===== src/rtl/spw_axi_intr_ctrl.sv =====
`default_nettype none
// spw_axi_intr_ctrl: AXI4-Lite interrupt controller aggregating SpaceWire event lines into irq.
// Revision 1.0 - initial release
module spw_axi_intr_ctrl #(
  parameter int C_S_AXI_DATA_WIDTH = 32,
  parameter int C_S_AXI_ADDR_WIDTH = 5,
  parameter int C_NUM_OF_INTR      = 4,
  parameter bit C_IRQ_ACTIVE_HIGH  = 1'b1
) (
  input  logic                            ACLK,
  input  logic                            ARESETN,
  input  logic [C_NUM_OF_INTR-1:0]        intr_src,
  input  logic [C_S_AXI_ADDR_WIDTH-1:0]   S_AXI_AWADDR,
  input  logic                            S_AXI_AWVALID,
  output logic                            S_AXI_AWREADY,
  input  logic [C_S_AXI_DATA_WIDTH-1:0]   S_AXI_WDATA,
  input  logic [C_S_AXI_DATA_WIDTH/8-1:0] S_AXI_WSTRB,
  input  logic                            S_AXI_WVALID,
  output logic                            S_AXI_WREADY,
  output logic [1:0]                      S_AXI_BRESP,
  output logic                            S_AXI_BVALID,
  input  logic                            S_AXI_BREADY,
  input  logic [C_S_AXI_ADDR_WIDTH-1:0]   S_AXI_ARADDR,
  input  logic                            S_AXI_ARVALID,
  output logic                            S_AXI_ARREADY,
  output logic [C_S_AXI_DATA_WIDTH-1:0]   S_AXI_RDATA,
  output logic [1:0]                      S_AXI_RRESP,
  output logic                            S_AXI_RVALID,
  input  logic                            S_AXI_RREADY,
  output logic                            irq
);

  localparam int N = C_NUM_OF_INTR;
  localparam logic [2:0] A_GIE = 3'd0;
  localparam logic [2:0] A_IER = 3'd1;
  localparam logic [2:0] A_ISR = 3'd2;
  localparam logic [2:0] A_IAR = 3'd3;
  localparam logic [2:0] A_IPR = 3'd4;

  typedef enum logic [0:0] {W_IDLE = 1'b0, W_RESP = 1'b1} wstate_t;
  typedef enum logic [0:0] {R_IDLE = 1'b0, R_DATA = 1'b1} rstate_t;

  wstate_t wstate, wstate_nxt;
  rstate_t rstate, rstate_nxt;

  logic                          out_of_reset;
  logic                          wr_hs;
  logic                          rd_hs;
  logic                          wr_en;
  logic [2:0]                    wsel;
  logic                          gie;
  logic [N-1:0]                  ier;
  logic [N-1:0]                  isr;
  logic [N-1:0]                  src_q;
  logic [N-1:0]                  src_rise;
  logic [N-1:0]                  ack;
  logic [N-1:0]                  ipr;
  logic                          irq_q;
  logic [C_S_AXI_DATA_WIDTH-1:0] rd_word;
  logic                          unused_bits;

  // Readies stay low until the first edge after reset release.
  always_ff @(posedge ACLK or negedge ARESETN) begin
    if (!ARESETN) out_of_reset <= 1'b0;
    else          out_of_reset <= 1'b1;
  end

  always_ff @(posedge ACLK or negedge ARESETN) begin
    if (!ARESETN) begin
      wstate <= W_IDLE;
      rstate <= R_IDLE;
    end else begin
      wstate <= wstate_nxt;
      rstate <= rstate_nxt;
    end
  end

  always_comb begin
    wstate_nxt    = wstate;
    S_AXI_AWREADY = 1'b0;
    S_AXI_WREADY  = 1'b0;
    S_AXI_BVALID  = 1'b0;
    wr_hs         = 1'b0;
    case (wstate)
      W_IDLE: begin
        if (out_of_reset && S_AXI_AWVALID && S_AXI_WVALID) begin
          S_AXI_AWREADY = 1'b1;
          S_AXI_WREADY  = 1'b1;
          wr_hs         = 1'b1;
          wstate_nxt    = W_RESP;
        end
      end
      W_RESP: begin
        S_AXI_BVALID = 1'b1;
        if (S_AXI_BREADY) wstate_nxt = W_IDLE;
      end
      default: wstate_nxt = W_IDLE;
    endcase
  end

  always_comb begin
    rstate_nxt    = rstate;
    S_AXI_ARREADY = 1'b0;
    S_AXI_RVALID  = 1'b0;
    rd_hs         = 1'b0;
    case (rstate)
      R_IDLE: begin
        S_AXI_ARREADY = out_of_reset;
        if (out_of_reset && S_AXI_ARVALID) begin
          rd_hs      = 1'b1;
          rstate_nxt = R_DATA;
        end
      end
      R_DATA: begin
        S_AXI_RVALID = 1'b1;
        if (S_AXI_RREADY) rstate_nxt = R_IDLE;
      end
      default: rstate_nxt = R_IDLE;
    endcase
  end

  assign S_AXI_BRESP = 2'b00;
  assign S_AXI_RRESP = 2'b00;

  assign wr_en    = wr_hs && S_AXI_WSTRB[0];
  assign wsel     = S_AXI_AWADDR[4:2];
  assign src_rise = intr_src & ~src_q;
  assign ack      = (wr_en && (wsel == A_IAR)) ? S_AXI_WDATA[N-1:0] : '0;
  assign ipr      = isr & ier;

  // A new edge overrides a simultaneous acknowledge of the same bit.
  always_ff @(posedge ACLK or negedge ARESETN) begin
    if (!ARESETN) begin
      gie   <= 1'b0;
      ier   <= '0;
      isr   <= '0;
      src_q <= '0;
      irq_q <= 1'b0;
    end else begin
      src_q <= intr_src;
      isr   <= (isr & ~ack) | src_rise;
      irq_q <= gie && (ipr != '0);
      if (wr_en && (wsel == A_GIE)) gie <= S_AXI_WDATA[0];
      if (wr_en && (wsel == A_IER)) ier <= S_AXI_WDATA[N-1:0];
    end
  end

  always_comb begin
    rd_word = '0;
    case (S_AXI_ARADDR[4:2])
      A_GIE:   rd_word[0]     = gie;
      A_IER:   rd_word[N-1:0] = ier;
      A_ISR:   rd_word[N-1:0] = isr;
      A_IPR:   rd_word[N-1:0] = ipr;
      default: rd_word        = '0;
    endcase
  end

  always_ff @(posedge ACLK or negedge ARESETN) begin
    if (!ARESETN)   S_AXI_RDATA <= '0;
    else if (rd_hs) S_AXI_RDATA <= rd_word;
  end

  assign irq = C_IRQ_ACTIVE_HIGH ? irq_q : ~irq_q;

  assign unused_bits = &{1'b0, S_AXI_AWADDR, S_AXI_ARADDR, S_AXI_WDATA, S_AXI_WSTRB};

endmodule
`default_nettype wire

===== config.mk =====
export PLATFORM = sky130hd
export DESIGN_NAME = spw_axi_intr_ctrl
export DESIGN_NICKNAME = d
export VERILOG_FILES = /design/src/rtl/spw_axi_intr_ctrl.sv
export SDC_FILE = /design/constraint.sdc
export NUM_CORES = 1
export LEC_CHECK = 0
export CAP_MARGIN = 5
export CORE_MARGIN = 2
export CORE_UTILIZATION = 35
export CTS_CLUSTER_SIZE = 24
export DETAILED_ROUTE_END_ITERATION = 8
export GPL_TIMING_DRIVEN = 0
export PLACE_DENSITY_LB_ADDON = 0.25
export SLEW_MARGIN = 15
export SYNTH_ARGS = -nofsm -noshare
export SYNTH_HDL_FRONTEND = slang
export SYNTH_SLANG_ARGS = --single-unit

===== constraint.sdc =====
create_clock -name ACLK -period 2.35 [get_ports ACLK]
set_input_delay 0.47 -clock ACLK [delete_from_list [all_inputs] [get_ports ACLK]]
set_output_delay 0.47 -clock ACLK [all_outputs]
set_load 0.05 [all_outputs]

==> metrics, run 1 <==
status=finished, final reports clean; simple-gate share of the synthesized area=between 10% and 20%; vias in the first global route=932; clk sink count=21; Synth Register Bits=21; Synth Area in Compound Gates=between 10 and 15%; critical path endpoint category=output port; Worst Path Required=roughly 1.9 ns; Core Area=approximately 0.0033 mm^2; Clock Skews=between 0.003 and 0.004 ns; xor and xnor area share after synthesis=0%; Area Overhead vs Synth=40.2%; wire per inst=roughly 10 um; htree depth=1; Synth warnings=0; Port Buf Inserts=29; largest family of logic cells by synthesized area=buffers and inverters; Initial DRC Count=16; post-CTS setup buffers=0; setup tns final=0 ns; CP arrival=around 1.8 ns; CP max FO=9; Tot Pwr=982 uW; largest net degree at the start of global routing=22; final WL=around 2.4 mm; final setup fails=0; met2 Use GR=roughly 23%; Clock Latency Late Sink=approximately 0.30 ns; combinational power share=between 30% and 40%; vias post-DR=approximately 950; total track usage=12.0%; Starting Density=between 30% and 40%; NumNets Final=239; adder-cell share of the synthesized area=0%; clock buffer depth=2; part of the power in registers=42.8%; I/O Pins=between 90 and 100; Root Buffer=clkbuf_4; Final period util=between 90% and 100%; Antenna Cells=0; initial antenna violation count=0; cts bufs inserted=3; Syn Inst Count=about 120; Pins Over Slew Limit=0; Setup crit start kind=input port; remaining global-route overflow=0; Power Density=576 mW/mm^2; Max-Cap Viols=0; Final Hold Vio Count=0; post-synth cell types=27; sw frac=around two fifths; met3 usage=between 2 and 3%; busiest grt layer=met2; Die Area=approximately 0.0040 mm^2; clock power share=approximately 17%; Routed Antenna Nets=0; hpwl dp=1.94 mm; leakage power=between 0.0008 and 0.0009 uW; # rows=21; pre-CTS setup slack=-0.274 ns; internal power component=599 uW; Achievable Freq=roughly 0.44 GHz; DR pass1 iterations=4; Psw=383 uW; Synth Cell Area=about 0.0012 mm^2; Final Worst Setup Slack=~0.086 ns; post-synthesis sequential area ratio=between 40% and 50%; RSZ-0062 raised after global routing=no; die width=roughly 63 um; vias per cell=between 4 and 5; mean post-synth cell area=around 10 um^2; post-layout min period=2.26 ns; first-pass GRT wire length=around 3.9 mm; Worst Hold Class=flop to flop; Die H=62.9 um; VDD IR max=0.000264 V; DRC Markers=0; max_slew headroom=37.8%; mux contribution to synthesized area=under 10%; worst-margin pin slew=between 0.9 and 1 ns; GR Util met1=a little over an eighth; CTS tree=built; Worst-path clk slew=roughly 0.11 ns; fraction of layout instances using a drive strength above 1=between 20 and 30%; GP Congestion=a little over 0.7; critical path type=input port to output port
path summary, 6_finish.rpt:
| kind | start | end | slack (ns) | cells after the start |
|---|---|---|---|---|
| worst max-delay path | S_AXI_AWVALID | S_AXI_AWREADY | 0.09 | 4 |
| worst min-delay path | S_AXI_RDATA[0] | S_AXI_RDATA[0] | 0.54 | 1 |
| worst max register to register | wstate | ier[3] | 0.82 | 4 |
| worst min register to register | S_AXI_RDATA[0] | S_AXI_RDATA[0] | 0.54 | 1 |
| max in group asynchronous | ARESETN | S_AXI_RDATA[0] | 1.11 | 1 |
| min in group asynchronous | ARESETN | rstate | 0.68 | 1 |
cell type report:
cell class	instances	area, um^2
Sequential cell	21	526
Clock buffer	3	22.5
Fill cell	335	1630
Inverter	6	22.5
Multi-Input combinational cell	84	510
Clock inverter	1	5.00
Buffer	37	273
Tap cell	46	57.6
Timing Repair Buffer	29	287
worst max-delay path, stage by stage:
cell and delay (ns):
clkdlybuf4s50_1 0.45, and4b_1 0.21, buf_6 0.13, dlygate4sd2_1 0.53
flip-flops by register name, summed over array words and instances (netlist names):
signal / count
gie: 1
isr: 4
ier: 4
out_of_reset: 1
rstate: 1
wstate: 1
src_q: 4
S_AXI_RDATA: 4
irq: 1
what timing repair did:
item	CTS	global route
setup endpoints to repair	2	0
hold buffers	0	0
resized for setup	3	0
synth_stat cells:
cell,number,area (um^2)
o31ai_1,1,7.51
and4b_4,1,13.8
nand4bb_1,1,11.3
nand3b_1,7,52.6
nor2_1,3,11.3
a21o_1,5,37.5
mux2_2,5,56.3
mux2i_1,1,10.0
a22oi_1,2,15.0
a21oi_1,1,5.00
a21boi_0,1,7.51
a22o_1,4,35.0
and4b_1,2,20.0
buf_6,1,11.3
nor3b_1,1,7.51
conb_1,2,7.51
o22a_1,1,8.76
buf_2,2,10.0
nand2b_1,2,12.5
nor2b_1,2,12.5
and3b_1,1,8.76
nand3_1,7,35.0
buf_4,33,248
clkbuf_1,1,3.75
inv_1,6,22.5
a31oi_1,3,18.8
dfrtp_1,21,526
power groups by stage:
stage	Combinational [uW]	Sequential (uW)	Clock [uW]
3_5_place_dp	391	428	0
3_3_place_gp	384	425	0
6_report	391	420	170
4_1_cts	391	421	177
2_1_floorplan	224	490	0
5_1_grt	412	425	189
cells in the final DEF (no fill, tap or decap), types with 2 or more instances in the layout:
master	instances
a31oi_1	3
nand3b_1	7
conb_1	33
a22oi_1	2
clkdlybuf4s50_1	27
a22o_1	4
buf_4	34
mux2_2	5
clkbuf_4	3
nand3_1	7
nor2b_1	2
nand2b_1	2
nor2_1	3
buf_2	2
dfrtp_1	21
and4b_1	2
inv_1	6
a21o_1	5
per-stage QoR:
step / util [%] / cell area, um^2 / cells / hold slack (ns)
after floorplan: - / 1330 / 148 / 0.174
after global placement: 50.3 / 1680 / 223 / 0.481
after detailed placement: 50.3 / 1680 / 223 / 0.513
after CTS: 51.0 / 1700 / 227 / 0.540
after global routing: 51.0 / 1700 / 227 / 0.563
final: 51.0 / 1700 / 227 / 0.535
kinds of logic (layout without fill, tap and decap cells):
kind of cell    Yosys count  count (layout)
buf+inv                  43              76
simple gates             27              27
flops                    21              21
other cells               2              33
mux                       6               6
compound gates           18              18
layer usage:
metal	share of wire [%]	up-vias
met3	8.1	0
met4	0	0
li1	-	465
met2	50	38
met5	0	-
met1	42	448
(Power assumes the default switching activity.)
==> run 2, diff against run 1 <==
ABC_AREA = 1   (was unset)
CORE_UTILIZATION = 36   (was 35)
TNS_END_PERCENT = 10   (was unset)
==> run 2 against run 1 <==
Compared with the run above: power down 6.2%; via count is 6.9% higher; global-route usage down 0.30 points; critical endpoint unchanged; largest cell class unchanged.
==> metrics, run 2 <==
crit path cell chain=clkdlybuf4s50_1 -> nand2_1 -> nor2_8 -> dlygate4sd2_1; CP bufs+invs=2; Top Family by Delay on Critical Path=buffers and inverters; CTS tree=built; VDD IR max=0.000347 V; worst-margin pin slew=approximately 0.95 ns; Initial DRC Count=27; critical path type=input port to output port; cells on worst reg2reg path=8; Power Density=~520 mW/mm^2; max_slew headroom=between 30 and 40%; Hold Crit Depth=1; I/O Pins=99; mean post-synth cell area=between 8 and 9 um^2; # rows=21; Synth Register Bits=21; setup tns final=0 ns; htree depth=1; Post-CTS Hold Buffers=0; min-delay src=src_q[2]; Clock Latency Late Sink=around 0.30 ns; most common cell after layout, fill and taps aside=nand2_1; worst hold endpoint=isr[2]; CP max FO=8; NumNets Final=approximately 280; largest net degree at the start of global routing=22; total track usage=between 10% and 20%; RSZ-0062 raised after global routing=no; hpwl dp=around 1.8 mm; fraction of layout instances using a drive strength above 1=between 20% and 30%; Worst Hold Class=flop to flop; Max-Cap Viols=0; initial antenna violation count=0; cts bufs inserted=3; DRC Markers=0; leakage power=between 0.0009 and 0.001 uW; wire per inst=between 8 and 9 um; Die H=around 63 um; number of synthesized flops with an enable pin=0; Starting Density=roughly 38%; Syn Inst Count=about 150; Synth warnings=0; Pins Over Slew Limit=0; Worst R2R End=ier[0]; Die Area=0.00397 mm^2; dpl cell area=around 0.0017 mm^2; Post-Layout Inst Area=~0.0018 mm^2; Routed met2 length=a little under 1 mm; DR pass1 iterations=4; post-layout min period=roughly 2.2 ns; Worst-path clk slew=about 0.1 ns; post-synthesis sequential area ratio=about two fifths; Cell Count Post-Placement=260; CP arrival=1.77 ns; Layout Cells excl Fill=roughly 260; GP Congestion=slightly below 0.8; Fill cells=roughly 340; clock buffer depth=2; final setup fails=0; vias in the first global route=about 900; top cells by count, synth=nand2_1, buf_4, dfrtp_1; vias post-DR=around 1000; Antenna Cells=0; die width=63.0 um; status=finished, final reports clean; Achievable Freq=between 0.4 and 0.5 GHz; Largest stage delay, worst path=roughly 0.55 ns; critical path endpoint category=output port; post-synth cell types=18; Port Buf Inserts=31; storage element area=about 530 um^2; met3 WL=between 200 and 250 um; Clock Skews=between 0.002 and 0.003 ns; Top Layer Used=met4; vias per cell=between 3 and 4; Final Hold Vio Count=0; CP max stage cell=dlygate4sd2_1; Setup crit start kind=input port; dominant synthesized flop cell=dfrtp_1; largest area contributor in the netlist=dfrtp_1; asr flop ratio synth=100%; Multi-input gate area=~540 um^2; remaining global-route overflow=0; critical path depth=4; M1 WL=913 um; Routed Antenna Nets=0; Root Buffer=clkbuf_4; beginning of the worst register-to-register path=wstate; Area Overhead vs Synth=40.3%; commonest non-fill, non-tap cells in the layout=nand2_1, buf_4, conb_1, clkdlybuf4s50_1, dfrtp_1; Yosys top cell area share=approximately two fifths; reg2reg setup slack=approximately 1.2 ns; Worst Path Required=1.88 ns; clk sink count=21; ranking of synthesized cells by area=dfrtp_1, buf_4, nand2_1, nand3_1, inv_1; Final period util=95.3%; Synth Cell Area=roughly 0.0013 mm^2; count leader, synth=nand2_1; final WL=between 2 and 2.5 mm; first-pass GRT wire length=between 3 and 4 mm; Core Area=roughly 0.0033 mm^2
[run 2: repair_timing]
action | 4_1_cts | 5_1_grt
gates resized for setup | 2 | 2
endpoints found under the setup margin | 2 | 1
pin swaps | 0 | 0
buffers inserted | 0 | 0
[run 2: worst max path at each step]
stage / startpoint / to / slack [ns]
after floorplan: wstate / S_AXI_WREADY / 0.57
after global placement: S_AXI_WVALID / S_AXI_WREADY / -0.26
after detailed placement: S_AXI_WVALID / S_AXI_WREADY / -0.27
after CTS: S_AXI_WVALID / S_AXI_WREADY / 0.006
after global routing: S_AXI_WVALID / S_AXI_AWREADY / 0.06
final: S_AXI_WVALID / S_AXI_AWREADY / 0.11
[run 2: kinds of logic (layout without fill, tap and decap cells)]
| family | Yosys count | after routing | synth area share, % |
|---|---|---|---|
| simple gates | 73 | 73 | 29.5 |
| buf+inv | 48 | 83 | 24.5 |
| flops | 21 | 21 | 42.0 |
| compound gates | 8 | 8 | 3.50 |
| other cells | 2 | 33 | 0.600 |
[run 2: worst reg2reg max path: cells and delay by family, from the launching register on]
| kind | cells | cell delay [ns] |
|---|---|---|
| buffers and inverters | 2 | 0.13 |
| and+or+nand+nor | 6 | 0.58 |
| DFF | 1 | 0.39 |
[run 2: layout make-up]
class | instances | area share (%)
multi-input cells | 114 | 30.6
repair buffers | 31 | 17.3
plain buffers | 33 | 14.1
flip-flops and latches | 21 | 29.9
inverters | 15 | 3.35
well taps | 46 | 3.28
clock buffers | 4 | 1.50
[run 2: power breakdown]
part | switching, uW | internal [uW]
Clock | 98.0 | 66.1
Sequential | 18.6 | 389
Combinational | 235 | 114
[run 2: routing by layer]
metal / global-route usage, % / vias to the layer above
li1: - / 556
met1: 14.0 / 408
met2: 19.7 / 49
met3: 4.14 / 4
met4: 3.33 / 0
met5: 0 / -
[run 2: metrics by stage]
stage / util (%) / power, uW / worst slack [ns] / hold WS (ns)
final: 52.6 / 921 / 0.111 / 0.413
after global routing: 52.6 / 978 / 0.0606 / 0.435
after CTS: 52.8 / 934 / 0.00595 / 0.414
after detailed placement: 52.0 / 766 / -0.270 / 0.398
after global placement: 52.0 / 764 / -0.257 / 0.395
after floorplan: - / 673 / 0.570 / 0.174
==> run 3, diff against run 2 <==
GPL_TIMING_DRIVEN = unset   (was 0)
==> run 3 against run 2 <==
Compared with the run above: sequential power about the same; cell count down 12%; routed wire length decreased by 0.19%.
==> metrics, run 3 (synthesis results as in run 2) <==
status=finished, final reports clean; wire per inst=roughly 9.1 um; commonest non-fill, non-tap cells in the layout=nand2_1, conb_1, clkdlybuf4s50_1, dfrtp_1, nand3_1; GP Congestion=approximately 0.8; vias post-DR=990; Antenna Cells=0; Worst Hold Class=flop to flop; vias in the first global route=roughly 840; Tot Pwr=between 800 and 900 uW; vias per cell=4.27; post_cts resized=0; Pins Over Slew Limit=0; clk sink count=21; DR pass1 iterations=4; VDD IR max=about 0.00046 V; Final Worst Setup Slack=0.261 ns; leakage power=just over 0.0008 uW; remaining global-route overflow=0; RSZ-0062 raised after global routing=no; Max-Cap Viols=0; initial antenna violation count=0; CTS tree=built; Area Overhead vs Synth=23.3%; fraction of layout instances using a drive strength above 1=7.53%; Fill cells=about 340; final core occ=46.3%; post-layout min period=between 2 and 2.5 ns; Starting Density=about 38%; critical path endpoint category=output port; critical path type=flop to output port; first-pass GRT wire length=about 3.5 mm; I/O Pins=roughly 100; most common cell after layout, fill and taps aside=nand2_1; hpwl dp=1.77 mm; Routed Antenna Nets=0; Final period util=between 80 and 90%; Final Hold Vio Count=0; Achievable Freq=0.479 GHz; DRC Markers=0; die width=between 60 and 70 um; total track usage=between 10% and 20%; setup tns final=0 ns; final setup fails=0; Worst Path Required=~1.9 ns; clock buffer depth=2; htree depth=1; Die Area=roughly 0.004 mm^2; post-CTS setup buffers=0; CP max FO=4; Clock Latency Late Sink=approximately 0.3 ns; largest net degree at the start of global routing=22; final WL=between 2 and 2.5 mm; Clock Skews=a little under 0.007 ns; Die H=roughly 63 um; CP arrival=around 1.6 ns; Worst-path clk slew=approximately 0.11 ns; Port Buf Inserts=31; Power Density=~580 mW/mm^2; Core Area=between 0.003 and 0.004 mm^2; cts bufs inserted=3; # rows=21; Initial DRC Count=23; Root Buffer=clkbuf_4; Post-CTS Hold Buffers=0; pre-CTS setup slack=between 0.4 and 0.5 ns; Setup crit start kind=flop; NumNets Final=approximately 240
==> run 3: cell types whose count changed in the layout (fill, tap and decap cells not counted), sizes merged <==
cell,delta
clkinv,+1
clkbuf,-2
dlygate4sd2,-1
buf,-30
==> run 3: path summary, 6_finish.rpt <==
path                                from             end  slack [ns]  cells past startpoint
min in group asynchronous        ARESETN        src_q[2]        0.49                      2
max in group asynchronous        ARESETN  S_AXI_RDATA[2]        1.64                      2
worst min register to register  src_q[2]          isr[2]        0.42                      1
worst min-delay path            src_q[2]          isr[2]        0.42                      1
worst max-delay path              rstate   S_AXI_ARREADY        0.26                      2
worst max register to register    wstate          ier[2]        1.09                      8
==> run 3: area by class of cell <==
type                       instances  area [um^2]  share of cell area [%]
clock buffer                       3         22.5                    1.46
clock inverter                     1         5.00                   0.324
inverter                          15         58.8                    3.81
multi-input combinational        114          537                    34.8
sequential                        21          526                    34.0
tap                               46         57.6                    3.73
timing repair buffer              32          338                    21.9
==> run 3: where the power goes <==
group	total [uW]	switching [uW]	internal, uW
sequential	408	19.1	389
combinational	313	231	82.3
clock	168	105	63.5
==> run 3: critical path, stage by stage (launching register included) <==
cell and delay, ns:
dfrtp_1 0.42, nor2_1 0.10, clkdlybuf4s50_1 0.80
==> run 3: per-layer routing <==
layer	up-vias	wire (um)	track usage (%)
li1	494	-	-
met1	441	841	12.7
met2	53	1070	19.5
met3	2	189	3.78
met4	0	10	2.78
met5	-	0	0
==> run 3: metrics by stage <==
stage                     area [um^2]  hold slack, ns  std cells
after floorplan                  1370           0.174        183
after global placement           1520           0.396        228
after detailed placement         1520           0.403        228
after CTS                        1540           0.420        232
after global routing             1540           0.429        232
final                            1540           0.415        232
